[src/rtl/lsu_pkg.sv]
// Shared definitions for the load/store unit: funct3 width codes, FSM
// states, fault cause codes and the request-decode helpers.
package lsu_pkg;

  localparam logic [2:0] LB  = 3'b000;
  localparam logic [2:0] LH  = 3'b001;
  localparam logic [2:0] LW  = 3'b010;
  localparam logic [2:0] LBU = 3'b100;
  localparam logic [2:0] LHU = 3'b101;
  localparam logic [2:0] SB  = 3'b000;
  localparam logic [2:0] SH  = 3'b001;
  localparam logic [2:0] SW  = 3'b010;

  localparam logic [1:0] CAUSE_NONE     = 2'd0;
  localparam logic [1:0] CAUSE_MISALIGN = 2'd1;
  localparam logic [1:0] CAUSE_ILLEGAL  = 2'd2;
  localparam logic [1:0] CAUSE_TIMEOUT  = 2'd3;

  typedef enum logic [1:0] {
    ST_IDLE = 2'd0,
    ST_REQ  = 2'd1,
    ST_RESP = 2'd2
  } lsu_state_e;

  function automatic logic f3_legal(input logic is_store, input logic [2:0] f3);
    if (is_store) return (f3 == SB) || (f3 == SH) || (f3 == SW);
    return (f3 == LB) || (f3 == LH) || (f3 == LW) || (f3 == LBU) || (f3 == LHU);
  endfunction

  // Halfword codes end in 01; only meaningful once the code is known legal.
  function automatic logic f3_misaligned(input logic [2:0] f3, input logic [1:0] lo);
    return ((f3[1:0] == 2'b01) && lo[0]) || ((f3 == LW) && (lo != 2'b00));
  endfunction

endpackage

[src/rtl/lsu_load_align.sv]
// Load lane extraction: picks the addressed byte/halfword out of the bus
// word and sign- or zero-extends it according to funct3.
module lsu_load_align
  import lsu_pkg::*;
(
  input  logic [31:0] i_rdata,
  input  logic [1:0]  i_addr_lo,
  input  logic [2:0]  i_funct3,
  output logic [31:0] o_data
);

  logic [7:0]  w_byte;
  logic [15:0] w_half;

  // Select the byte and halfword lanes addressed by the low address bits.
  always_comb begin
    w_half = i_addr_lo[1] ? i_rdata[31:16] : i_rdata[15:0];
    case (i_addr_lo)
      2'd0:    w_byte = i_rdata[7:0];
      2'd1:    w_byte = i_rdata[15:8];
      2'd2:    w_byte = i_rdata[23:16];
      default: w_byte = i_rdata[31:24];
    endcase
  end

  // Extend the selected lane to 32 bits.
  always_comb begin
    o_data = i_rdata;
    case (i_funct3)
      LB:      o_data = {{24{w_byte[7]}}, w_byte};
      LH:      o_data = {{16{w_half[15]}}, w_half};
      LBU:     o_data = {24'd0, w_byte};
      LHU:     o_data = {16'd0, w_half};
      default: o_data = i_rdata;
    endcase
  end

endmodule

[src/rtl/lsu_unit.sv]
// Load/store unit: one word-wide bus transaction per request, with
// misalignment / illegal-width rejection and extended load results.
// Optional feature macro: LSU_TIMEOUT_EN (bus wait timeout, cause 3).
module lsu_unit
  import lsu_pkg::*;
#(
  parameter int unsigned TIMEOUT_CYCLES = 255
) (
  input  logic        clk,
  input  logic        rst_n,
  input  logic        start,
  input  logic        is_store,
  input  logic [2:0]  funct3,
  input  logic [31:0] addr,
  input  logic [31:0] wdata,
  output logic        busy,
  output logic        done,
  output logic [31:0] load_data,
  output logic        fault,
  output logic [1:0]  fault_cause,
  output logic        mem_req,
  output logic        mem_we,
  output logic [31:0] mem_addr,
  output logic [3:0]  mem_wstrb,
  output logic [31:0] mem_wdata,
  input  logic        mem_ready,
  input  logic [31:0] mem_rdata
);

  generate
    if (TIMEOUT_CYCLES == 0 || TIMEOUT_CYCLES > 65535) begin : g_bad_timeout
      $error("lsu_unit: TIMEOUT_CYCLES must be in 1..65535");
    end
  endgenerate

  lsu_state_e  r_state, w_state_nxt;
  logic        r_fault;
  logic [1:0]  r_cause;
  logic [31:0] r_load_data;
  logic        r_mem_req, r_mem_we;
  logic [31:0] r_mem_addr, r_mem_wdata;
  logic [3:0]  r_mem_wstrb;
  logic [2:0]  r_funct3;
  logic [1:0]  r_addr_lo;

  logic        w_illegal, w_misal, w_launch, w_finish, w_timeout;
  logic        w_resp_fault;
  logic [1:0]  w_resp_cause;
  logic [31:0] w_st_data, w_ext;
  logic [3:0]  w_st_strb;

  assign w_illegal = !f3_legal(is_store, funct3);
  assign w_misal   = f3_misaligned(funct3, addr[1:0]);

`ifdef LSU_TIMEOUT_EN
  logic [15:0] r_tmo_cnt;
  logic [15:0] w_tmo_inc;
  assign w_tmo_inc = r_tmo_cnt + 16'd1;
  assign w_timeout = (r_state == ST_REQ) && !mem_ready && (w_tmo_inc == 16'(TIMEOUT_CYCLES));

  // Count unanswered REQ cycles; restarts with every new bus request.
  always_ff @(posedge clk or negedge rst_n) begin
    if (!rst_n)                                 r_tmo_cnt <= 16'd0;
    else if (w_launch)                          r_tmo_cnt <= 16'd0;
    else if ((r_state == ST_REQ) && !mem_ready) r_tmo_cnt <= w_tmo_inc;
  end
`else
  assign w_timeout = 1'b0;
`endif

  // Store lane replication and byte strobes from width and address offset.
  always_comb begin
    w_st_data = wdata;
    w_st_strb = 4'b1111;
    case (funct3)
      SB:      begin w_st_data = {4{wdata[7:0]}};  w_st_strb = 4'b0001 << addr[1:0]; end
      SH:      begin w_st_data = {2{wdata[15:0]}}; w_st_strb = 4'b0011 << addr[1:0]; end
      default: begin w_st_data = wdata;            w_st_strb = 4'b1111;              end
    endcase
  end

  lsu_load_align u_align (
    .i_rdata   (mem_rdata),
    .i_addr_lo (r_addr_lo),
    .i_funct3  (r_funct3),
    .o_data    (w_ext)
  );

  // FSM state register.
  always_ff @(posedge clk or negedge rst_n) begin
    if (!rst_n) r_state <= ST_IDLE;
    else        r_state <= w_state_nxt;
  end

  // Next state plus the fault outcome of the cycle; mem_ready beats a timeout.
  always_comb begin
    w_state_nxt  = r_state;
    w_resp_fault = 1'b0;
    w_resp_cause = CAUSE_NONE;
    w_launch     = 1'b0;
    w_finish     = 1'b0;
    case (r_state)
      ST_REQ: begin
        if (mem_ready) begin
          w_state_nxt = ST_RESP;
          w_finish    = 1'b1;
        end else if (w_timeout) begin
          w_state_nxt  = ST_RESP;
          w_finish     = 1'b1;
          w_resp_fault = 1'b1;
          w_resp_cause = CAUSE_TIMEOUT;
        end
      end
      default: begin
        if (!start) begin
          w_state_nxt = ST_IDLE;
        end else if (w_illegal || w_misal) begin
          w_state_nxt  = ST_RESP;
          w_resp_fault = 1'b1;
          w_resp_cause = w_illegal ? CAUSE_ILLEGAL : CAUSE_MISALIGN;
        end else begin
          w_state_nxt = ST_REQ;
          w_launch    = 1'b1;
        end
      end
    endcase
  end

  // Bus request registers and result registers updated on launch/response.
  always_ff @(posedge clk or negedge rst_n) begin
    if (!rst_n) begin
      r_fault     <= 1'b0;
      r_cause     <= CAUSE_NONE;
      r_load_data <= 32'd0;
      r_mem_req   <= 1'b0;
      r_mem_we    <= 1'b0;
      r_mem_addr  <= 32'd0;
      r_mem_wstrb <= 4'd0;
      r_mem_wdata <= 32'd0;
      r_funct3    <= 3'd0;
      r_addr_lo   <= 2'd0;
    end else begin
      r_fault <= (w_state_nxt == ST_RESP) && w_resp_fault;
      if (w_state_nxt == ST_RESP) begin
        r_cause <= w_resp_cause;
        if (w_resp_fault)   r_load_data <= 32'd0;
        else if (!r_mem_we) r_load_data <= w_ext;
      end
      if (w_launch) begin
        r_mem_req   <= 1'b1;
        r_mem_we    <= is_store;
        r_mem_addr  <= {addr[31:2], 2'b00};
        r_mem_wstrb <= is_store ? w_st_strb : 4'b0000;
        r_mem_wdata <= w_st_data;
        r_funct3    <= funct3;
        r_addr_lo   <= addr[1:0];
      end else if (w_finish) begin
        r_mem_req <= 1'b0;
        r_mem_we  <= 1'b0;
      end
    end
  end

  assign busy        = (r_state == ST_REQ);
  assign done        = (r_state == ST_RESP);
  assign fault       = r_fault;
  assign fault_cause = r_cause;
  assign load_data   = r_load_data;
  assign mem_req     = r_mem_req;
  assign mem_we      = r_mem_we;
  assign mem_addr    = r_mem_addr;
  assign mem_wstrb   = r_mem_wstrb;
  assign mem_wdata   = r_mem_wdata;

endmodule

[config.mk]
export PLATFORM = sky130hd
export DESIGN_NAME = lsu_unit
export DESIGN_NICKNAME = d
export VERILOG_FILES = /design/src/rtl/lsu_pkg.sv /design/src/rtl/lsu_load_align.sv /design/src/rtl/lsu_unit.sv
export SDC_FILE = /design/constraint.sdc
export NUM_CORES = 1
export LEC_CHECK = 0
export ABC_AREA = 1
export CORE_MARGIN = 5
export CORE_UTILIZATION = 40
export DETAILED_ROUTE_END_ITERATION = 10
export GPL_TIMING_DRIVEN = 0
export PLACE_DENSITY = 0.77
export SYNTH_ARGS = -nofsm -noshare
export SYNTH_HDL_FRONTEND = slang
export SYNTH_SLANG_ARGS = --single-unit
[constraint.sdc]
create_clock -name clk -period 1.3 [get_ports clk]
set_clock_uncertainty 0.05 [all_clocks]
set_input_delay 0.26 -clock clk [delete_from_list [all_inputs] [get_ports clk]]
set_output_delay 0.26 -clock clk [all_outputs]
set_load 0.02 [all_outputs]
# Word level (Yosys, flattened, before mapping)
# Index checks and enable logic that the tools add are counted.
[totals] register_bits=110 latch_bits=0 ram_bits=0 rom_bits=0 inputBits=104 n_memories=0
[classes] addsub=0 mul=0 div=0 n_lt_le_gt_ge=0 eq_ne=14 shift=2 mux=30 bitwise=0 n_reduce_logical=16
[op_table] operator="one-hot mux 32 bit (4 select lines)" n=1
[op_table] operator="2-to-1 mux 32 bit" n=2
[op_table] operator="one-hot mux 32 bit (2 select lines)" n=1
[op_table] operator="one-hot mux 8 bit (3 select lines)" n=1
[op_table] operator="2-to-1 mux 16 bit" n=1
[op_table] operator="2-to-1 mux 2 bit" n=8
[op_table] operator="2-to-1 mux 1 bit" n=14
[op_table] operator="== test 3 bit, second input constant" n=4
[op_table] operator="one-hot mux 4 bit (2 select lines)" n=1
[op_table] operator="== test 2 x 1 -> 1 bit, second input constant" n=3
[op_table] operator="== test 2 bit, second input constant" n=3
[op_table] operator="== test 3 x 1 -> 1 bit, second input constant" n=2
[op_table] operator="zero test 3 bit" n=2
[op_table] operator="logical OR 1 bit" n=6
[op_table] operator="2-to-1 mux 4 bit" n=1
[op_table] operator="nonzero test 2 bit" n=2
[op_table] operator="<< shifter 1 x 2 -> 4 bit, first input constant" n=1
[op_table] operator="<< shifter 2 x 2 -> 4 bit, first input constant" n=1
[op_table] operator="== test 3 x 2 -> 1 bit, second input constant" n=1
[op_table] operator="logical AND 1 bit" n=3
[op_table] operator="zero test 2 bit" n=1
[op_table] operator="!= test 2 x 1 -> 1 bit, second input constant" n=1
[op_table] operator="AND reduction 2 bit" n=1
[op_table] operator="zero test 1 bit" n=1

# Longest topological paths before layout
# Gate-level depths: netlist of run 1.
[depth] ltp_word=13 ltp_mapped=10

# Modules after synthesis
# Synthesis of run 1 repeated with hierarchy kept, for this count alone.
[hier_totals] hier_cells=733 area_unflattened_um2=5801.8
[by_module_without_submodules] module="lsu_unit" instances=1 cells_per_inst=570 area_each_um2=4943.5 seq_area_each_um2=2752.6
[by_module_without_submodules] module="lsu_load_align" instances=1 cells_per_inst=163 area_each_um2=858.3 seq_area_each_um2=0.0

# Worst setup path after synthesis of run 1
# No wires, ideal clock.
[synth_path] path_kind="register -> register" from="register r_funct3[1]" to="register r_load_data[21] (netlist: load_data[21])" setup_ns=0.065 arrival_ns=1.246 t_required_ns=1.185 path_slack_ns=-0.061 path_stages_with_launch=9 path_cell_list="dfrtp_1 > inv_2 > nand2_2 > nor2_2 > nand3_4 > a21oi_4 > buf_6 > nand2_1 > nand2_1"
[synth_between] elab_chain_cells=4 word_cells_on_any_way=7 classes_between="eq/ne: 3; mux: 3; reduce/logical: 1"
[synth_rtl] item="start: declaration" line="lsu_unit.sv:43" text="logic [2:0] r_funct3;"
[synth_rtl] item="start signal: assignment" line="lsu_unit.sv:155" text="r_funct3 <= funct3;"
[synth_rtl] item="== test 3 bit, or another cell as far along" line="lsu_load_align.sv:29" text="case (i_funct3)"
[synth_rtl] item="one-hot mux 32 bit (4 select lines) *" line="lsu_load_align.sv:29"
[synth_rtl] item="2-to-1 mux 32 bit *" line="lsu_unit.sv:147" text="else if (!r_mem_we) r_load_data <= w_ext;"
[synth_rtl] item="2-to-1 mux 32 bit *" line="lsu_unit.sv:146" text="if (w_resp_fault) r_load_data <= 32'd0;"
[synth_rtl] item="end signal: assignment" line="lsu_unit.sv:147"
[synth_rtl] item="end: declaration" line="lsu_unit.sv:39" text="logic [31:0] r_load_data;"
# Every way passes the cells marked *; elsewhere a longest branch is shown, timed or not. The select of a mux whose other input is x is not followed.
# A chain may end at the register's enable or synchronous reset.

# Final worst setup path of run 1
[layout_path] from="register r_state[0]" to="register r_mem_addr[16] (netlist: mem_addr[16])"
[layout_between] elab_chain_cells=2
[layout_rtl] item="start: declaration" line="lsu_unit.sv:36" text="lsu_state_e r_state, w_state_nxt;"
[layout_rtl] item="start signal: assignment" line="lsu_unit.sv:92" text="else r_state <= w_state_nxt;"
[layout_rtl] item="== test 2 x 1 -> 1 bit" line="lsu_unit.sv:102" text="case (r_state)"
[layout_rtl] item="2-to-1 mux 1 bit" line="lsu_unit.sv:102"
[layout_rtl] item="end signal: assignment" line="lsu_unit.sv:152" text="r_mem_addr <= {addr[31:2], 2'b00};"
[layout_rtl] item="end: declaration" line="lsu_unit.sv:41" text="logic [31:0] r_mem_addr, r_mem_wdata;"
# Every way passes these cells.

==> results of run 1 <==
==> power by group through the flow <==
stage | registers, uW | logic [uW] | clock network [uW]
6_report | 5010 | 6050 | 2890
2_1_floorplan | 6040 | 1910 | 0
5_1_grt | 5130 | 6530 | 3060
3_5_place_dp | 4950 | 5870 | 0
3_3_place_gp | 4960 | 5800 | 0
4_1_cts | 4890 | 5450 | 2950
==> metal layers <==
metal | GRT usage [%] | up-vias | share of wire, %
li1 | - | 2680 | -
met1 | 27.36 | 2635 | 39
met2 | 35.37 | 249 | 48
met3 | 8.425 | 37 | 10
met4 | 7.462 | 2 | 2.4
met5 | 0 | - | 0.085
==> worst paths after layout <==
kind	slack, ns	start	to	depth (start not counted)
setup reg to reg	-0.20	r_state[0]$_DFF_PN0_	mem_addr[16]$_DFFE_PN0P_	8
min in group clk	0.20	addr[1]	r_addr_lo[1]$_DFFE_PN0P_	3
hold reg to reg	0.42	load_data[26]$_DFFE_PN0P_	load_data[26]$_DFFE_PN0P_	2
max in group asynchronous	0.56	rst_n	r_state[0]$_DFF_PN0_	2
setup / recovery	-0.20	r_state[0]$_DFF_PN0_	mem_addr[16]$_DFFE_PN0P_	8
hold / removal	-0.09	rst_n	load_data[5]$_DFFE_PN0P_	1
==> cells by family (layout without fill, tap and decap cells) <==
family                 count (synthesis)  after routing  synth area share [%]
buffers and inverters                103            358                 8.706
other                                  1              7               0.07014
flip-flops                           110            110                 51.49
AO/OA/AOI/OAI                         83             83                 9.057
AND/OR/NAND/NOR                      404            404                 30.68
==> sequential cells by signal, summed over array words and instances, names as in the netlist <==
name	count
mem_wstrb	4
fault_cause	2
mem_we	1
mem_req	1
r_state	2
r_addr_lo	2
r_funct3	3
fault	1
load_data	32
mem_addr	30
mem_wdata	32
==> repair_timing <==
| action | 4_1_cts | 5_1_grt |
|---|---|---|
| endpoints found under the setup margin | 214 | 111 |
| pin swaps | 10 | 47 |
| gates cloned | 4 | 9 |
| setup buffers | 13 | 6 |
| hold endpoints to repair | 52 | 52 |
| resized for setup | 512 | 160 |
==> cell type report <==
type | count | area, um2 | share of cell area (%)
clock buffer | 10 | 229.0 | 2.656
sequential | 110 | 2758 | 31.98
timing repair buffer | 239 | 2029 | 23.54
buffer | 31 | 357.8 | 4.150
clock inverter | 6 | 76.32 | 0.8852
inverter | 72 | 292.8 | 3.396
multi-input combinational | 489 | 2646 | 30.69
tap | 176 | 220.2 | 2.554
antenna | 5 | 12.51 | 0.1451
==> placed cells by master, fill, tap and decap left out, types with 18 or more instances in the layout <==
| cell | n |
|---|---|
| inv_1 | 58 |
| o21ai_0 | 31 |
| buf_2 | 102 |
| clkbuf_16 | 18 |
| nor2_1 | 50 |
| clkdlybuf4s50_1 | 95 |
| nand2_2 | 83 |
| dfrtp_1 | 106 |
| buf_4 | 21 |
| nand2_1 | 209 |
==> stage by stage <==
step                      setup TNS [ns]  util (%)  power, uW  instance area (um2)  setup WS [ns]
final                             -14.79     65.37      13950                 8622        -0.1955
after global routing              -22.37     65.31      14720                 8615        -0.2669
after CTS                         -8.507     60.13      13280                 7931        -0.1686
after detailed placement          -68.02     58.62      10820                 7732        -0.8265
after global placement           -545.05     58.43      10760                 7707         -4.381
after floorplan                  -0.5726         -       7948                 5405       -0.05598
==> results.sh, run 1 <==
export IMPL_critPathTopFamily="simple AND/OR/NAND/NOR gates"
export IMPL_port_buffers=208
export IMPL_initial_utilization_pct=40.53
export IMPL_hold_viol_final=52
export IMPL_postSynthAreaPerCell_um2=7.627
export IMPL_drt_total_wl_um=18800
export IMPL_hp_class="input pin to asynchronous set/reset pin"
export IMPL_synth_area_leaders="dfrtp_1, nand2_1, inv_1, o21ai_0, nor2_1"
export IMPL_finalNonFillerCells=1138
export IMPL_tightest_slew_ns=0.7020
export IMPL_violations="hold timing, setup timing"
export IMPL_first_pass_iters=5
export IMPL_drive_gt1_share_pct=36.68
export IMPL_ctsHtreeMaxLevel=3
export IMPL_place_inst=1087
export IMPL_grt_max_degree=59
export IMPL_track_usage_pct=22.01
export IMPL_ys_async_sr_fraction_pct=100.0
export IMPL_critPathBufInv=2
export IMPL_cts_sinks=110
export IMPL_required_ns=1.51
export IMPL_synth_warnings=0
export IMPL_period_share_pct=115.0
export IMPL_antenna_found_initial=5
export IMPL_vias_per_cell=4.924
export IMPL_synth_top_area_share_pct=51.49
export IMPL_finalWorstSetupSlack_ns=-0.1955
export IMPL_ys_types=29
export IMPL_cp_start_kind="register"
export IMPL_worstPathCellList="nand2_4, nand2_4, nor2_4, nand2_8, clkbuf_16, clkbuf_16, nand2_2, nand2_1"
export IMPL_std_cell_rows=42
export IMPL_p_leak_uw=0.004641
export IMPL_p_switching_uw=5626
export IMPL_cts_buffer_depth=2
export IMPL_path_max_fanout=8
export IMPL_hold_worst_slack_ns=-0.09417
export IMPL_tritoncts="yes"
export IMPL_clk_latency_ns=0.36
export IMPL_fillers=1127
export IMPL_status="finished with violations"
export IMPL_syn_area_um2=5346
export IMPL_gp_congestion=0.9030
export IMPL_cts_root_buf="clkbuf_16"
export IMPL_core_area_um2=13190
export IMPL_fmax_mhz=668.7
export IMPL_synthFlopType="dfrtp_1"
export IMPL_slew_violations=0
export IMPL_vias=5603
export IMPL_fp_dieW_um=125.6
export IMPL_synthCells=701
export IMPL_vdd_drop_max_mv=0.9185
export IMPL_grt_setup_unrepaired="true"
export IMPL_setup_violations=108
export IMPL_p_seq_share_pct=35.9
export IMPL_fin_nets=1056
export IMPL_cp_arrival_ns=1.70
export IMPL_area_growth_pct=61.27
export IMPL_drc=0
export IMPL_wl_per_cell_um=16.52
export IMPL_drt_iter0_drc=314
export IMPL_cts_buffers=9
export IMPL_clk_pin_slew_worst_paths_ns=0.08
export IMPL_yosysMostFrequentCell="nand2_1"
export IMPL_cp_slowest_cell="dfrtp_2"
export IMPL_period_needed_ns=1.495
export IMPL_ys_seq_area_share_pct=51.49
export IMPL_clkPwrFrac_pct=20.7
export IMPL_power_frac_comb_pct=43.4
export IMPL_hpwl_um=12640
export IMPL_critPathMaxStageDelay_ns=0.45
export IMPL_p_int_uw=8320
export IMPL_grt_pass1_wl_um=27820
export IMPL_die_area_um2=15780
export IMPL_power_density_nw_per_um2=1617
export IMPL_synth_top_area_cell="dfrtp_1"
export IMPL_netSwitchingFraction_pct=40.34
export IMPL_synth_seq_cells=110
export IMPL_io_pins=211
export IMPL_endpoint_kind="register"
export IMPL_overflow=0
export IMPL_synth_edf_count=0
export IMPL_ant_nets=0
export IMPL_maxCapViolCount=0
export IMPL_relSlewSlack_pct=53.20
export IMPL_grt_pass1_vias=5412
export IMPL_synth_common_cells="nand2_1, dfrtp_1, inv_1, nor2_1, o21ai_0"
export IMPL_crit_type="register to register"
export IMPL_fp_dieH_um=125.6
Power figures use the tool's default switching activity.
==> run 2, diff against run 1 <==
- CORE_MARGIN: 5 -> 1
- SETUP_SLACK_MARGIN: default -> 0.3
==> run 2 against run 1 <==
The run still ends with hold timing, setup timing left. Die area decreased by 12%. Final cell count increased by 2.7%. Largest power group unchanged. Count of clock-buffer cells in the layout unchanged. Global-route usage increased by 4.2 points. Utilization increased by 4.8 points.
==> results.sh, run 2 (synthesis gave the netlist of run 1 again) <==
export IMPL_cp_arrival_ns=1.74
export IMPL_layout_commonest_cell="nand2_1"
export IMPL_fin_nets=1092
export IMPL_cp_start_kind="register"
export IMPL_ff2ff_setup_slack_ns=-0.20
export IMPL_grt_pass1_vias=5573
export IMPL_period_share_pct=115.2
export IMPL_tritoncts="yes"
export IMPL_vias_per_cell=4.896
export IMPL_cts_root_buf="clkbuf_16"
export IMPL_p_leak_uw=0.004789
export IMPL_report_power_total_uw=15350
export IMPL_cp_slowest_cell="dfrtp_1"
export IMPL_ant_nets=0
export IMPL_std_cell_rows=41
export IMPL_critPathMaxStageDelay_ns=0.41
export IMPL_path_max_fanout=8
export IMPL_vdd_drop_max_mv=0.8850
export IMPL_critPathTopFamily="simple AND/OR/NAND/NOR gates"
export IMPL_final_cell_mix="nand2_1, buf_6, dfrtp_1"
export IMPL_pre_cts_ws_ns=-0.8896
export IMPL_grt_pass1_wl_um=28410
export IMPL_finalNonFillerCells=1169
export IMPL_cts_buffer_depth=2
export IMPL_hpwl_um=12260
export IMPL_drt_total_wl_um=18200
export IMPL_die_area_um2=13830
export IMPL_hold_viol_final=41
export IMPL_hp_class="input pin to asynchronous set/reset pin"
export IMPL_required_ns=1.55
export IMPL_crit_type="register to register"
export IMPL_clk_pin_slew_worst_paths_ns=0.07
export IMPL_ctsHtreeMaxLevel=3
export IMPL_slew_violations=0
export IMPL_tns_ns=-13.10
export IMPL_port_buffers=208
export IMPL_setup_violations=108
export IMPL_vias=5723
export IMPL_cts_sinks=110
export IMPL_drive_gt1_share_pct=30.31
export IMPL_drc=0
export IMPL_violations="hold timing, setup timing"
export IMPL_endpoint_kind="register"
export IMPL_grt_setup_unrepaired="true"
export IMPL_finalWorstSetupSlack_ns=-0.1973
export IMPL_overflow=0
export IMPL_wl_per_cell_um=15.57
export IMPL_power_density_nw_per_um2=1707
export IMPL_critPathBufInv=2
export IMPL_io_pins=211
export IMPL_period_needed_ns=1.497
export IMPL_hold_worst_slack_ns=-0.1529
export IMPL_fp_dieH_um=117.6
export IMPL_first_pass_iters=4
export IMPL_fp_dieW_um=117.6
export IMPL_status="finished with violations"
export IMPL_clk_latency_ns=0.36
export IMPL_relSlewSlack_pct=62.15
export IMPL_initial_utilization_pct=41.69
export IMPL_core_area_um2=12820
export IMPL_maxCapViolCount=0
export IMPL_track_usage_pct=26.20
export IMPL_area_growth_pct=68.22
export IMPL_place_inst=1083
export IMPL_tightest_slew_ns=0.5678
export IMPL_grt_max_degree=70
export IMPL_worstPathCellList="inv_2, nand2_4, nor2_4, nand3_4, a21oi_4, buf_6, nand2_2, nand2_1"
export IMPL_antenna_found_initial=4
export IMPL_gp_congestion=0.8851
export IMPL_fmax_mhz=667.9
export IMPL_drt_iter0_drc=393
export IMPL_cts_buffers=9
run 2: per-layer routing:
metal	track usage (%)	part of all wire, %	vias up
li1	-	-	2743
met1	31.19	40	2675
met2	42.79	48	268
met3	9.205	9.9	37
met4	11.14	2.7	0
met5	0	0	-
run 2: path summary, 6_finish.rpt:
check,from,to,depth (start not counted)
max,r_funct3[0]$_DFFE_PN0P_,load_data[28]$_DFFE_PN0P_,8
max in group asynchronous,rst_n,r_funct3[1]$_DFFE_PN0P_,2
min reg2reg,mem_addr[10]$_DFFE_PN0P_,mem_addr[10]$_DFFE_PN0P_,2
min in group clk,is_store,mem_we$_DFFE_PN0P_,3
max reg2reg,r_funct3[0]$_DFFE_PN0P_,load_data[28]$_DFFE_PN0P_,8
min,rst_n,load_data[9]$_DFFE_PN0P_,1
run 2: final cells by class:
cell class,instances,area [um2]
Multi-Input combinational cell,489,2341
Clock inverter,6,93.84
Antenna cell,4,10.01
Sequential cell,110,2755
Buffer,31,320.3
Tap cell,172,215.2
Inverter,72,277.8
Timing Repair Buffer,275,2751
Clock buffer,10,229.0
Fill cell,1021,3831
run 2: where the power goes:
part	leakage (uW)	switching (uW)	internal, uW
Clock	0.000153	1330	1710
Sequential	0.00139	752	4360
Combinational	0.00324	3590	3610
Total	0.00479	5670	9680
run 2: stage by stage:
stage,area [um2],hold slack [ns],util (%)
finish,8994,-0.1529,70.13
global placement,7772,0.4031,60.60
floorplan,5475,-0.08559,-
global route,8989,-0.1154,70.09
CTS,8697,-0.1400,67.81
detailed placement,7797,0.2418,60.80
run 2: repair_timing:
item,4_1_cts,5_1_grt
gates cloned,3,1
resized for setup,685,36
pin swaps,13,14
endpoints found under the setup margin,215,215
setup buffers,38,24
endpoints found under the hold margin,41,41
==> run 3, diff against run 2 <==
- PLACE_DENSITY: 0.77 -> 0.78
==> run 3 against run 2 <==
Critical endpoint is now mem_wdata[21]$_DFFE_PN0P_. The flow still finishes with violations (hold timing, setup timing). Critical path type unchanged. Final cell count grew 2.1%. Sequential power grew 1%. Clock power grew 11%.
==> results.sh, run 3 (synthesis gave the netlist of run 1 again) <==
export IMPL_status="finished with violations"
export IMPL_violations="hold timing, setup timing"
export IMPL_clk_latency_ns=0.37
export IMPL_tightest_slew_ns=0.5688
export IMPL_worstPathCellList="nand2_4, nand2_4, nor2_4, nand2_4, buf_12, buf_8, nand2_2, o31ai_4"
export IMPL_period_share_pct=116.4
export IMPL_power_density_nw_per_um2=1680
export IMPL_finalWorstSetupSlack_ns=-0.2130
export IMPL_period_needed_ns=1.513
export IMPL_cts_buffers=9
export IMPL_ant_nets=0
export IMPL_fin_nets=1119
export IMPL_layout_commonest_cell="nand2_1"
export IMPL_required_ns=1.49
export IMPL_grt_pass1_wl_um=28410
export IMPL_core_area_um2=12820
export IMPL_gp_congestion=0.9060
export IMPL_critPathTopFamily="simple AND/OR/NAND/NOR gates"
export IMPL_crit_type="register to register"
export IMPL_die_area_um2=13830
export IMPL_fmax_mhz=660.9
export IMPL_grt_setup_unrepaired="true"
export IMPL_port_buffers=208
export IMPL_endpoint_kind="register"
export IMPL_vias_per_cell=5.086
export IMPL_relSlewSlack_pct=62.08
export IMPL_fp_dieW_um=117.6
export IMPL_hpwl_um=12130
export IMPL_hold_viol_final=40
export IMPL_cts_sinks=110
export IMPL_fp_dieH_um=117.6
export IMPL_hold_worst_slack_ns=-0.1579
export IMPL_crit_path_frequent_cell="nand2_4"
export IMPL_initial_utilization_pct=41.69
export IMPL_final_area_um2=9922
export IMPL_hp_class="input pin to asynchronous set/reset pin"
export IMPL_track_usage_pct=26.19
export IMPL_vias=6068
export IMPL_maxCapViolCount=0
export IMPL_cp_arrival_ns=1.71
export IMPL_tritoncts="yes"
export IMPL_critPathBufInv=2
export IMPL_critPathMaxStageDelay_ns=0.44
export IMPL_grt_pass1_vias=5617
export IMPL_drive_gt1_share_pct=41.57
export IMPL_overflow=0
export IMPL_slew_violations=0
export IMPL_final_cell_mix="nand2_1, buf_6, dfrtp_1"
export IMPL_p_leak_uw=0.005207
export IMPL_first_pass_iters=5
export IMPL_drc=0
export IMPL_report_power_total_uw=16670
export IMPL_cts_root_buf="clkbuf_16"
export IMPL_cp_slowest_cell="dfrtp_1"
export IMPL_cp_start_kind="register"
export IMPL_wl_per_cell_um=17.62
export IMPL_cts_buffer_depth=2
export IMPL_antenna_found_initial=2
export IMPL_clk_pin_slew_worst_paths_ns=0.08
export IMPL_io_pins=211
export IMPL_setup_violations=109
export IMPL_area_growth_pct=85.58
export IMPL_vdd_drop_max_mv=1.087
export IMPL_grt_max_degree=71
export IMPL_ctsHtreeMaxLevel=3
export IMPL_std_cell_rows=41
export IMPL_drt_iter0_drc=526
export IMPL_dpl_cell_area_um2=7797
export IMPL_path_max_fanout=8
export IMPL_drt_total_wl_um=21020
==> run 3: cell types whose count changed in the layout (fill, tap and decap cells not counted), moves of 5 or more <==
cell and delta:
nand2_1 -80, o21ai_0 -5, nand2_2 +64, buf_8 +8
o21ai_2 +14, buf_4 +8, o21ai_1 -9, nand2_4 +16
buf_12 +5, clkbuf_16 +8
==> run 3: metrics by stage <==
step / TNS, ns / instances / util, % / worst slack (ns)
2_1_floorplan: -1.318 / 702 / - / -0.05598
3_3_place_gp: -544.59 / 1082 / 60.60 / -4.398
3_5_place_dp: -65.34 / 1083 / 60.80 / -0.7609
4_1_cts: -11.75 / 1145 / 70.02 / -0.1418
5_1_grt: -23.22 / 1192 / 77.35 / -0.2622
6_report: -17.45 / 1193 / 77.37 / -0.2130
==> run 3: worst reg2reg max path, stage by stage (launching register included) <==
cell     delay (ns)
dfrtp_1        0.44
nand2_4        0.13
nand2_4        0.07
nor2_4         0.10
nand2_4        0.13
buf_12         0.19
buf_8          0.14
nand2_2        0.08
o31ai_4        0.07
==> run 3: layout make-up <==
type                            count  area [um2]
Multi-Input combinational cell    489        2718
Sequential cell                   110        2756
Clock buffer                       10       239.0
Fill cell                         790        2903
Antenna cell                        1       2.502
Timing Repair Buffer              302        3208
Buffer                             31       380.4
Tap cell                          172       215.2
Clock inverter                      6       115.1
Inverter                           72       287.8
==> run 3: what timing repair did <==
action	in CTS	in global routing
cloned	5	9
pin swaps	22	37
hold endpoints to repair	40	40
resized for setup	724	141
endpoints found under the setup margin	215	215
buffers inserted	41	38
==> run 3: worst paths after layout <==
path                                           startpoint                        end  slack [ns]  cells after the start
worst max register to register       r_state[0]$_DFF_PN0_  mem_wdata[21]$_DFFE_PN0P_       -0.21                      8
worst min register to register  load_data[19]$_DFFE_PN0P_  load_data[19]$_DFFE_PN0P_        0.46                      2
worst max-delay path                 r_state[0]$_DFF_PN0_  mem_wdata[21]$_DFFE_PN0P_       -0.21                      8
worst min-delay path                                rst_n  load_data[10]$_DFFE_PN0P_       -0.16                      1
max in group asynchronous                           rst_n   mem_addr[13]$_DFFE_PN0P_        0.62                      2
min in group clk                                  addr[0]   r_addr_lo[0]$_DFFE_PN0P_        0.23                      3
==> run 3: power by group <==
group | internal, uW | switching [uW] | total, uW
Clock | 1950 | 1390 | 3350
Combinational | 4140 | 4000 | 8140
Sequential | 4360 | 819 | 5180
Total | 10500 | 6210 | 16700
==> run 3: per-layer routing <==
layer  up-vias  routed length, um  global-route usage (%)
met5         -                 11                       0
met4         2                722                   11.30
met3        65               1821                   8.624
met2       299              10220                   43.09
met1      2905               8244                   31.21
li1       2797                  -                       -
